File: src/rtl/mdu_pkg.sv
// Shared encodings for the multiply/divide unit: op codes, FSM states, iteration count.
package mdu_pkg;
  localparam int ITER = 32;

  typedef enum logic [1:0] {
    OP_MULT  = 2'b00,
    OP_MULTU = 2'b01,
    OP_DIV   = 2'b10,
    OP_DIVU  = 2'b11
  } op_e;

  typedef enum logic [1:0] {
    S_IDLE = 2'b00,
    S_RUN  = 2'b01,
    S_FIX  = 2'b10,
    S_DONE = 2'b11
  } state_e;

  // Two's-complement negate: keep bits up to the lowest set bit, flip the ones above it.
  function automatic logic [31:0] neg32(input logic [31:0] x);
    logic [31:0] r;
    logic        seen;
    seen = 1'b0;
    for (int i = 0; i < 32; i++) begin
      r[i] = x[i] ^ seen;
      seen = seen | x[i];
    end
    return r;
  endfunction
endpackage

File: src/rtl/cla32.sv
// 32-bit adder: 4-bit carry-lookahead groups chained group to group.
module cla32 (
  input  logic [31:0] a_i,
  input  logic [31:0] b_i,
  input  logic        c_i,
  output logic [31:0] s_o,
  output logic        c_o
);
  logic [31:0] g, p;
  logic [32:0] c;

  assign g    = a_i & b_i;
  assign p    = a_i ^ b_i;
  assign c[0] = c_i;

  for (genvar k = 0; k < 8; k++) begin : g_grp
    localparam int B = 4 * k;
    assign c[B+1] = g[B] | (p[B] & c[B]);
    assign c[B+2] = g[B+1] | (p[B+1] & g[B]) | (p[B+1] & p[B] & c[B]);
    assign c[B+3] = g[B+2] | (p[B+2] & g[B+1]) | (p[B+2] & p[B+1] & g[B])
                  | (p[B+2] & p[B+1] & p[B] & c[B]);
    assign c[B+4] = g[B+3] | (p[B+3] & g[B+2]) | (p[B+3] & p[B+2] & g[B+1])
                  | (p[B+3] & p[B+2] & p[B+1] & g[B]) | (&p[B+3:B] & c[B]);
  end

  assign s_o = p ^ c[31:0];
  assign c_o = c[32];
endmodule

File: src/rtl/mdu_addsub.sv
// 33-bit add/subtract (x + y or x - y) around the cla32 adder; bit 32 is a plain full-adder slice.
module mdu_addsub (
  input  logic [32:0] x_i,
  input  logic [32:0] y_i,
  input  logic        sub_i,
  output logic [32:0] s_o
);
  logic [31:0] y_eff;
  logic        c31;

  assign y_eff = sub_i ? ~y_i[31:0] : y_i[31:0];

  cla32 u_cla (
    .a_i (x_i[31:0]),
    .b_i (y_eff),
    .c_i (sub_i),
    .s_o (s_o[31:0]),
    .c_o (c31)
  );

  assign s_o[32] = x_i[32] ^ y_i[32] ^ sub_i ^ c31;
endmodule

File: src/rtl/mdu32.sv
// Iterative 32-bit multiply/divide unit with HI/LO registers; one shared 33-bit adder.
// state | meaning: IDLE wait for start / accept MTHI,MTLO; RUN 32 shift-add or restoring steps; FIX sign correction, write hi/lo; DONE result pulse
module mdu32
  import mdu_pkg::*;
(
  input  logic        clk,
  input  logic        rst,
  input  logic        start,
  input  logic [1:0]  op,
  input  logic [31:0] a,
  input  logic [31:0] b,
  input  logic        wr_hi,
  input  logic        wr_lo,
  input  logic [31:0] wdata,
  output logic        busy,
  output logic        done,
  output logic [31:0] hi,
  output logic [31:0] lo
);
  state_e      state_q, state_d;
  logic [4:0]  cnt_q, cnt_d;
  logic        mul_q, mul_d;
  logic        sa_q, sa_d, sb_q, sb_d;
  logic [63:0] acc_q, acc_d;
  logic [31:0] b_q, b_d, hi_q, hi_d, lo_q, lo_d;

  logic [32:0] as_x, as_y, as_s;
  logic        as_sub;
  logic        signed_op, neg_res;

  assign signed_op = (op_e'(op) == OP_MULT) || (op_e'(op) == OP_DIV);
  assign neg_res   = sa_q ^ sb_q;

  mdu_addsub u_addsub (
    .x_i   (as_x),
    .y_i   (as_y),
    .sub_i (as_sub),
    .s_o   (as_s)
  );

  // b stays raw; a negative divisor/multiplicand is handled by flipping add and subtract.
  always_comb begin
    as_x   = '0;
    as_y   = {1'b0, a};
    as_sub = 1'b1;
    case (state_q)
      S_RUN: begin
        as_x   = mul_q ? {1'b0, acc_q[63:32]} : acc_q[63:31];
        as_y   = {sb_q, b_q};
        as_sub = mul_q ? sb_q : ~sb_q;
      end
      S_FIX: as_y = {1'b0, (mul_q && acc_q[31:0] == 32'd0) ? acc_q[63:32] : acc_q[31:0]};
      default: ;
    endcase
  end

  always_comb begin
    state_d = state_q;
    cnt_d   = cnt_q;
    mul_d   = mul_q;
    sa_d    = sa_q;
    sb_d    = sb_q;
    acc_d   = acc_q;
    b_d     = b_q;
    hi_d    = hi_q;
    lo_d    = lo_q;
    case (state_q)
      S_IDLE: begin
        if (wr_hi) hi_d = wdata;
        if (wr_lo) lo_d = wdata;
        if (start) begin
          state_d = S_RUN;
          cnt_d   = '0;
          mul_d   = ~op[1];
          sa_d    = signed_op & a[31];
          sb_d    = signed_op & b[31];
          b_d     = b;
          acc_d   = {32'd0, (signed_op & a[31]) ? as_s[31:0] : a};
        end
      end
      S_RUN: begin
        cnt_d = cnt_q + 5'd1;
        if (cnt_q == 5'(ITER - 1)) state_d = S_FIX;
        if (mul_q) acc_d = acc_q[0] ? {as_s, acc_q[31:1]} : {1'b0, acc_q[63:1]};
        else       acc_d = as_s[32] ? {acc_q[62:0], 1'b0} : {as_s[31:0], acc_q[30:0], 1'b1};
      end
      S_FIX: begin
        state_d = S_DONE;
        if (mul_q) begin
          hi_d = acc_q[63:32];
          lo_d = acc_q[31:0];
          // A zero low word is the only case where the negation carry reaches the high word.
          if (neg_res) begin
            if (acc_q[31:0] == 32'd0) hi_d = as_s[31:0];
            else begin
              hi_d = ~acc_q[63:32];
              lo_d = as_s[31:0];
            end
          end
        end else begin
          lo_d = (neg_res && b_q != 32'd0) ? as_s[31:0] : acc_q[31:0];
          hi_d = sa_q ? neg32(acc_q[63:32]) : acc_q[63:32];
        end
      end
      S_DONE:  state_d = S_IDLE;
      default: state_d = S_IDLE;
    endcase
  end

  always_ff @(posedge clk) begin
    if (rst) begin
      state_q <= S_IDLE;
      cnt_q   <= '0;
      mul_q   <= 1'b0;
      sa_q    <= 1'b0;
      sb_q    <= 1'b0;
      acc_q   <= '0;
      b_q     <= '0;
      hi_q    <= '0;
      lo_q    <= '0;
    end else begin
      state_q <= state_d;
      cnt_q   <= cnt_d;
      mul_q   <= mul_d;
      sa_q    <= sa_d;
      sb_q    <= sb_d;
      acc_q   <= acc_d;
      b_q     <= b_d;
      hi_q    <= hi_d;
      lo_q    <= lo_d;
    end
  end

  assign busy = (state_q != S_IDLE);
  assign done = (state_q == S_DONE);
  assign hi   = hi_q;
  assign lo   = lo_q;
endmodule

File: config.mk
export PLATFORM = sky130hd
export DESIGN_NAME = mdu32
export DESIGN_NICKNAME = d
export VERILOG_FILES = /design/src/rtl/mdu_pkg.sv /design/src/rtl/cla32.sv /design/src/rtl/mdu_addsub.sv /design/src/rtl/mdu32.sv
export SDC_FILE = /design/constraint.sdc
export NUM_CORES = 1
export LEC_CHECK = 0
export CAP_MARGIN = 20
export CORE_ASPECT_RATIO = 0.7
export CORE_MARGIN = 2
export CORE_UTILIZATION = 30
export CTS_CLUSTER_DIAMETER = 30
export DETAILED_ROUTE_END_ITERATION = 8
export GPL_ROUTABILITY_DRIVEN = 0
export PLACE_DENSITY_LB_ADDON = 0.3
export SYNTH_ARGS = -nofsm -noshare
export SYNTH_HDL_FRONTEND = slang
export SYNTH_SLANG_ARGS = --single-unit
export TNS_END_PERCENT = 5
File: constraint.sdc
create_clock -name clk -period 6.6 [get_ports clk]
set_input_delay 0.66 -clock clk [delete_from_list [all_inputs] [get_ports clk]]
set_output_delay 0.66 -clock clk [all_outputs]
set_load 0.02 [all_outputs]
==> results of run 1 <==
[synthesized netlist by cell type (15+ instances only)]
master | count | area (sq um)
nand2_1 | 231 | 867.1
a21oi_1 | 212 | 1061
nor2_1 | 186 | 698.2
dfxtp_1 | 170 | 3403
clkbuf_1 | 153 | 574.3
mux2i_1 | 131 | 1311
a211oi_1 | 69 | 518.0
ha_1 | 68 | 850.8
o21ai_0 | 65 | 325.3
inv_1 | 46 | 172.7
o211ai_1 | 42 | 315.3
nor2b_1 | 37 | 231.5
xor2_1 | 36 | 315.3
a311oi_1 | 32 | 280.3
a2bb2oi_1 | 30 | 262.8
nor3_1 | 27 | 135.1
nand3_1 | 25 | 125.1
xnor2_1 | 22 | 192.7
o221ai_1 | 18 | 157.7
nor4_1 | 17 | 106.4
a211o_1 | 15 | 131.4
[flip-flops by register name (all words and copies together) (netlist names)]
name and count:
acc_q 64, b_q 32, hi 32, lo 32
cnt_q 5, state_q 2, mul_q 1, sa_q 1
sb_q 1
[per-layer routing]
layer | vias to the layer above | share of wire (%)
li1 | 6800 | -
met1 | 7074 | 44
met2 | 595 | 45
met3 | 110 | 7.1
met4 | 0 | 3.4
met5 | - | 0
[report_power, final]
group | internal [uW] | leakage [uW] | switching (uW) | total [uW]
clock network | 504 | 0.000256 | 483 | 987
registers | 1320 | 0.00140 | 298 | 1620
logic | 2190 | 0.00419 | 3720 | 5910
total | 4020 | 0.00584 | 4500 | 8510
[kinds of logic after synthesis]
family / count (synthesis) / share of synthesized area [%]
AOI/OAI and AO/OA: 576 / 28.06
xor gates and xnor gates: 58 / 3.735
adders and majority gates: 75 / 7.286
buffers and inverters: 225 / 6.357
DFF: 170 / 25.02
muxes: 145 / 10.80
and+or+nand+nor: 581 / 18.74
[what timing repair did]
action | 4_1_cts | 5_1_grt
gates resized for setup | 8 | 15
setup endpoints to repair | 1 | 5
setup buffers | 0 | 4
pin swaps | 3 | 4
[worst paths after layout]
kind	from	cells after the start	slack, ps	to
setup / recovery	acc_q[32]$_SDFFE_PP0P_	37	200	hi[31]$_SDFFE_PP0P_
hold / removal	lo[1]$_SDFFE_PP0P_	2	450	lo[1]$_SDFFE_PP0P_
setup reg to reg	acc_q[32]$_SDFFE_PP0P_	37	200	hi[31]$_SDFFE_PP0P_
hold reg to reg	lo[1]$_SDFFE_PP0P_	2	450	lo[1]$_SDFFE_PP0P_
[area by class of cell]
cell class	count	area (sq um)
tap	603	754.5
clock buffer	20	456.7
inverter	48	180.2
clock inverter	12	88.84
multi-input combinational	1435	9482
fill	4729	28200
timing repair buffer	247	2317
sequential	170	3411
[through the flow]
| stage | util (%) | hold slack [ps] | area, sq um | power [uW] | instances |
|---|---|---|---|---|---|
| global placement | 35.70 | 445.0 | 16030 | 7256 | 2498 |
| finish | 37.18 | 450.5 | 16690 | 8514 | 2535 |
| floorplan | - | 444.1 | 13600 | 5139 | 1830 |
| detailed placement | 35.70 | 447.6 | 16030 | 7343 | 2498 |
| global route | 37.18 | 469.4 | 16690 | 9007 | 2535 |
| CTS | 36.96 | 456.5 | 16590 | 8366 | 2530 |
[worst register-to-register path: cells and delay by family, from the launching register on]
family	cells	cell delay, ps
buf+inv	1	50
fa+ha+maj	30	5230
compound gates	4	550
flops	1	340
simple gates	2	160
==> impl_metrics.ini, run 1 <==
[status]
outcome = finished, final reports clean

[clock_network]
root_buffer = clkbuf_16
cts_tree = built
path_clk_slew_ps = 80
clk_latency_ps = 470
htree_levels = 4
postCtsHoldBufs = 0
cts_made_buffers = 17
clkSinkCount = 170
cts_buffer_depth = 2

[timing]
clock_skew_ps = 13.40
min_period_ps = 6396
worstMarginPinSlew_ps = 997.8
fmax_mhz = 156.3
fin_setup_tns_ps = 0
slew_headroom_pct = 33.48
fin_crit_sh_pct = 96.91
setup_slack_ps = 203.7
setup_viol = 0
maxSlewViolCount = 0
hold_viol = 0

[cells_and_area]
area_growth_pct = 22.71
layout_commonest_cell = nand2_1
layout_common_cells = nand2_1, a21oi_1, nor2_1
drive_above_1_share_pct = 8.903
n_antenna_cell = 0
fin_nets = 2097

[grt]
grt_max_degree = 127
grt.busiest_layer = met2
use_met3_pct = 3.986
grt_use_met2_pct = 37.80
antenna_found_initial = 0
grt_util_all_layers_pct = 23.95
overflow = 0
grt_first_pass_wirelength_mm = 87.00
grt_pass1_vias = 13690
use_met1_pct = 32.87

[floorplan]
die_h_um = 182.1
coreArea_sq_um = 44890
die_x_um = 258.5
boundaryPins = 169
fp-row-count = 65
initial_core_util_pct = 30.30
die-area_sq_um = 47080

[setup_path]
endpoint_kind = flop
critical_path.top_delay_family = adder cells
worstSetupPathType = reg2reg
critPathBufInv = 1
arrival_ps = 6750
cp_data_required_time_ps = 6960
slowest_stage = dfxtp_2
crit_fanout = 2
cp_common_cell = ha_2
critical-path-max-stage-delay_ps = 340
worstSetupStartpointType = flop

[yosys]
synthFlopType = dfxtp_1
ys_ff_latch = 170
synth_edf_count = 0
synth_area_sq_um = 13600
synthArstFlopShare_pct = 0
synth.avg_cell_area_sq_um = 7.432
synth_nets = 2008
synthCells = 1830
yosysSeqAreaShare_pct = 25.02
yosys_warnings = 0
ys_types = 68

[pwr]
p_per_area_nw_per_um2 = 510.1
p_leak_uw = 0.005842
peakVddDrop_v = 0.0004167

[detailed_routing]
drt_pass1_iterations = 5
drc = 0
vias_per_cell = 5.751
vias = 14580
drt-total-wl_mm = 57.58
drt_iter0_markers = 1533
wl_per_cell_um = 22.71
ant_nets = 0

[place]
dpl_worst_slack_ps = -106.7
hpwl_mm = 42.12
io_buffers = 168

[min_path]
hold_class = reg2reg

[job]
max_cap_violations = 0
(Power assumes the default switching activity.)
==> inputs of run 2 (changes only) <==
- CORE_ASPECT_RATIO: 0.7 -> 0.9
- CTS_BUF_LIST: unset -> sky130_fd_sc_hd__clkbuf_4 sky130_fd_sc_hd__clkbuf_8 sky130_fd_sc_hd__clkbuf_16
- CTS_CLUSTER_DIAMETER: 30 -> 150
==> impl_metrics.ini, run 2 (synthesis gave the netlist of run 1 again) <==
[timing]
clock_skew_ps = 14.87
fmax_mhz = 157.9
worstMarginPinSlew_ps = 1108
setup_slack_ps = 268.8
maxSlewViolCount = 0
rsz0062_at_grt = false
hold_viol = 0
fin_setup_tns_ps = 0
setup_viol = 0
fin_crit_sh_pct = 95.93
min_period_ps = 6331
slew_headroom_pct = 25.97

[pwr]
pwr-share-comb_pct = 68.4
peakVddDrop_v = 0.0001877
p_total_uw = 8360
p_switching_uw = 4415
p_per_area_nw_per_um2 = 503.9
p_clk_share_pct = 11.9
p_int_uw = 3945
p_leak_uw = 0.005795
swShare_pct = 52.81
seq_power_share_pct = 19.6

[cells_and_area]
design_area_sq_um = 16590
fin_nets = 2088
top_register = acc_q
final_core_util_pct = 37.30
drive_above_1_share_pct = 8.476
largest_reg_flops = 64
n_antenna_cell = 0
area_growth_pct = 21.98
layout_commonest_cell = nand2_1
layout_common_cells = nand2_1, a21oi_1, nor2_1

[place]
dpl_worst_slack_ps = -35.46
io_buffers = 168
hpwl_mm = 42.81
post_dp_cell_area_sq_um = 15950

[floorplan]
die_x_um = 228.4
fp-row-count = 73
coreArea_sq_um = 44480
initial_core_util_pct = 30.58
boundaryPins = 169
die_h_um = 206.0
die-area_sq_um = 47060

[clock_network]
cts_buffer_depth = 2
clk_latency_ps = 470
htree_levels = 4
root_buffer = clkbuf_16
postCtsHoldBufs = 0
path_clk_slew_ps = 80
cts_made_buffers = 17
clkSinkCount = 170
cts_tree = built

[setup_path]
cp_data_required_time_ps = 7000
r2r-end = hi[31]$_SDFFE_PP0P_
slowest_stage = dfxtp_2
worstSetupPathType = reg2reg
crit_fanout = 2
endpoint_kind = flop
r2r_slack_ps = 270
arrival_ps = 6730
worstSetupStartpointType = flop
worst-r2r-cell-count = 36
r2r_start = acc_q[32]$_SDFFE_PP0P_
critical-path-max-stage-delay_ps = 330

[detailed_routing]
ant_nets = 0
drt_pass1_iterations = 5
drt-total-wl_mm = 58.05
vias_per_cell = 5.800
drt_iter0_markers = 1637
drc = 0
wl_per_cell_um = 23.01
vias = 14630

[grt]
grt_pass1_vias = 13790
grt_max_degree = 81
grt_util_all_layers_pct = 24.13
grt_first_pass_wirelength_mm = 86.67
antenna_found_initial = 1
overflow = 0

[status]
outcome = finished, final reports clean

[min_path]
min_to = hi[12]$_SDFFE_PP0P_
hold_class = reg2reg
min-delay-start = hi[12]$_SDFFE_PP0P_
hold_path_depth = 2

[job]
max_cap_violations = 0
run 2: cell count changes in the layout (fill, tap and decap cells not counted), moves of 2 or more:
cell        delta
buf_4          -7
clkbuf_8       -2
clkinv_2       +2
clkinvlp_4     -3
inv_6          +2
inv_8          +2
nor2_4         +2
run 2: final cells by class:
| class | count | area, sq um |
|---|---|---|
| clock buffer | 18 | 432.9 |
| multi-input combinational | 1435 | 9488 |
| inverter | 48 | 180.2 |
| fill | 4668 | 27890 |
| tap | 600 | 750.7 |
| sequential | 170 | 3411 |
| timing repair buffer | 238 | 2217 |
| clock inverter | 14 | 110.1 |
run 2: worst max-delay path by stage:
stage | cells past startpoint | start | end
floorplan | 38 | acc_q[33]$_SDFFE_PP0P_ | hi[31]$_SDFFE_PP0P_
global placement | 37 | acc_q[32]$_SDFFE_PP0P_ | hi[31]$_SDFFE_PP0P_
detailed placement | 37 | acc_q[32]$_SDFFE_PP0P_ | hi[31]$_SDFFE_PP0P_
CTS | 37 | acc_q[32]$_SDFFE_PP0P_ | hi[31]$_SDFFE_PP0P_
global route | 36 | acc_q[32]$_SDFFE_PP0P_ | hi[31]$_SDFFE_PP0P_
finish | 36 | acc_q[32]$_SDFFE_PP0P_ | hi[31]$_SDFFE_PP0P_
run 2: metrics by stage:
stage                     instances  hold WS (ps)
after floorplan                1830         444.1
after global placement         2487         444.0
after detailed placement       2487         447.5
after CTS                      2519         457.4
after global routing           2523         475.8
final                          2523         454.5
run 2: repair_timing:
action,in CTS,in global routing
setup endpoints to repair,1,4
setup buffers,0,3
pin swaps,3,4
resized for setup,5,17
run 2: metal layers:
metal | vias to the layer above | GRT usage, % | share of wire [%] | wire length, um
li1 | 6777 | - | - | -
met4 | 2 | 7.563 | 2.9 | 1686
met3 | 90 | 7.726 | 11 | 6357
met2 | 699 | 35.62 | 42 | 24390
met1 | 7066 | 33.20 | 44 | 25610
met5 | - | 0 | 0.014 | 8
run 2: power by group through the flow:
stage               registers, uW  clock network, uW  logic [uW]
global placement             1640                  0        5480
global route                 1680               1040        6170
floorplan                    1690                  0        3440
finish                       1640                998        5720
detailed placement           1650                  0        5550
CTS                          1630               1000        5570
run 2: worst max-delay path: cells and delay by family, from the launching register on:
kind	cells	cell delay, ps
buffers and inverters	1	50
flip-flops	1	330
adder cells (fa/ha/maj)	30	5220
AND/OR/NAND/NOR	1	100
AO/OA/AOI/OAI	4	590
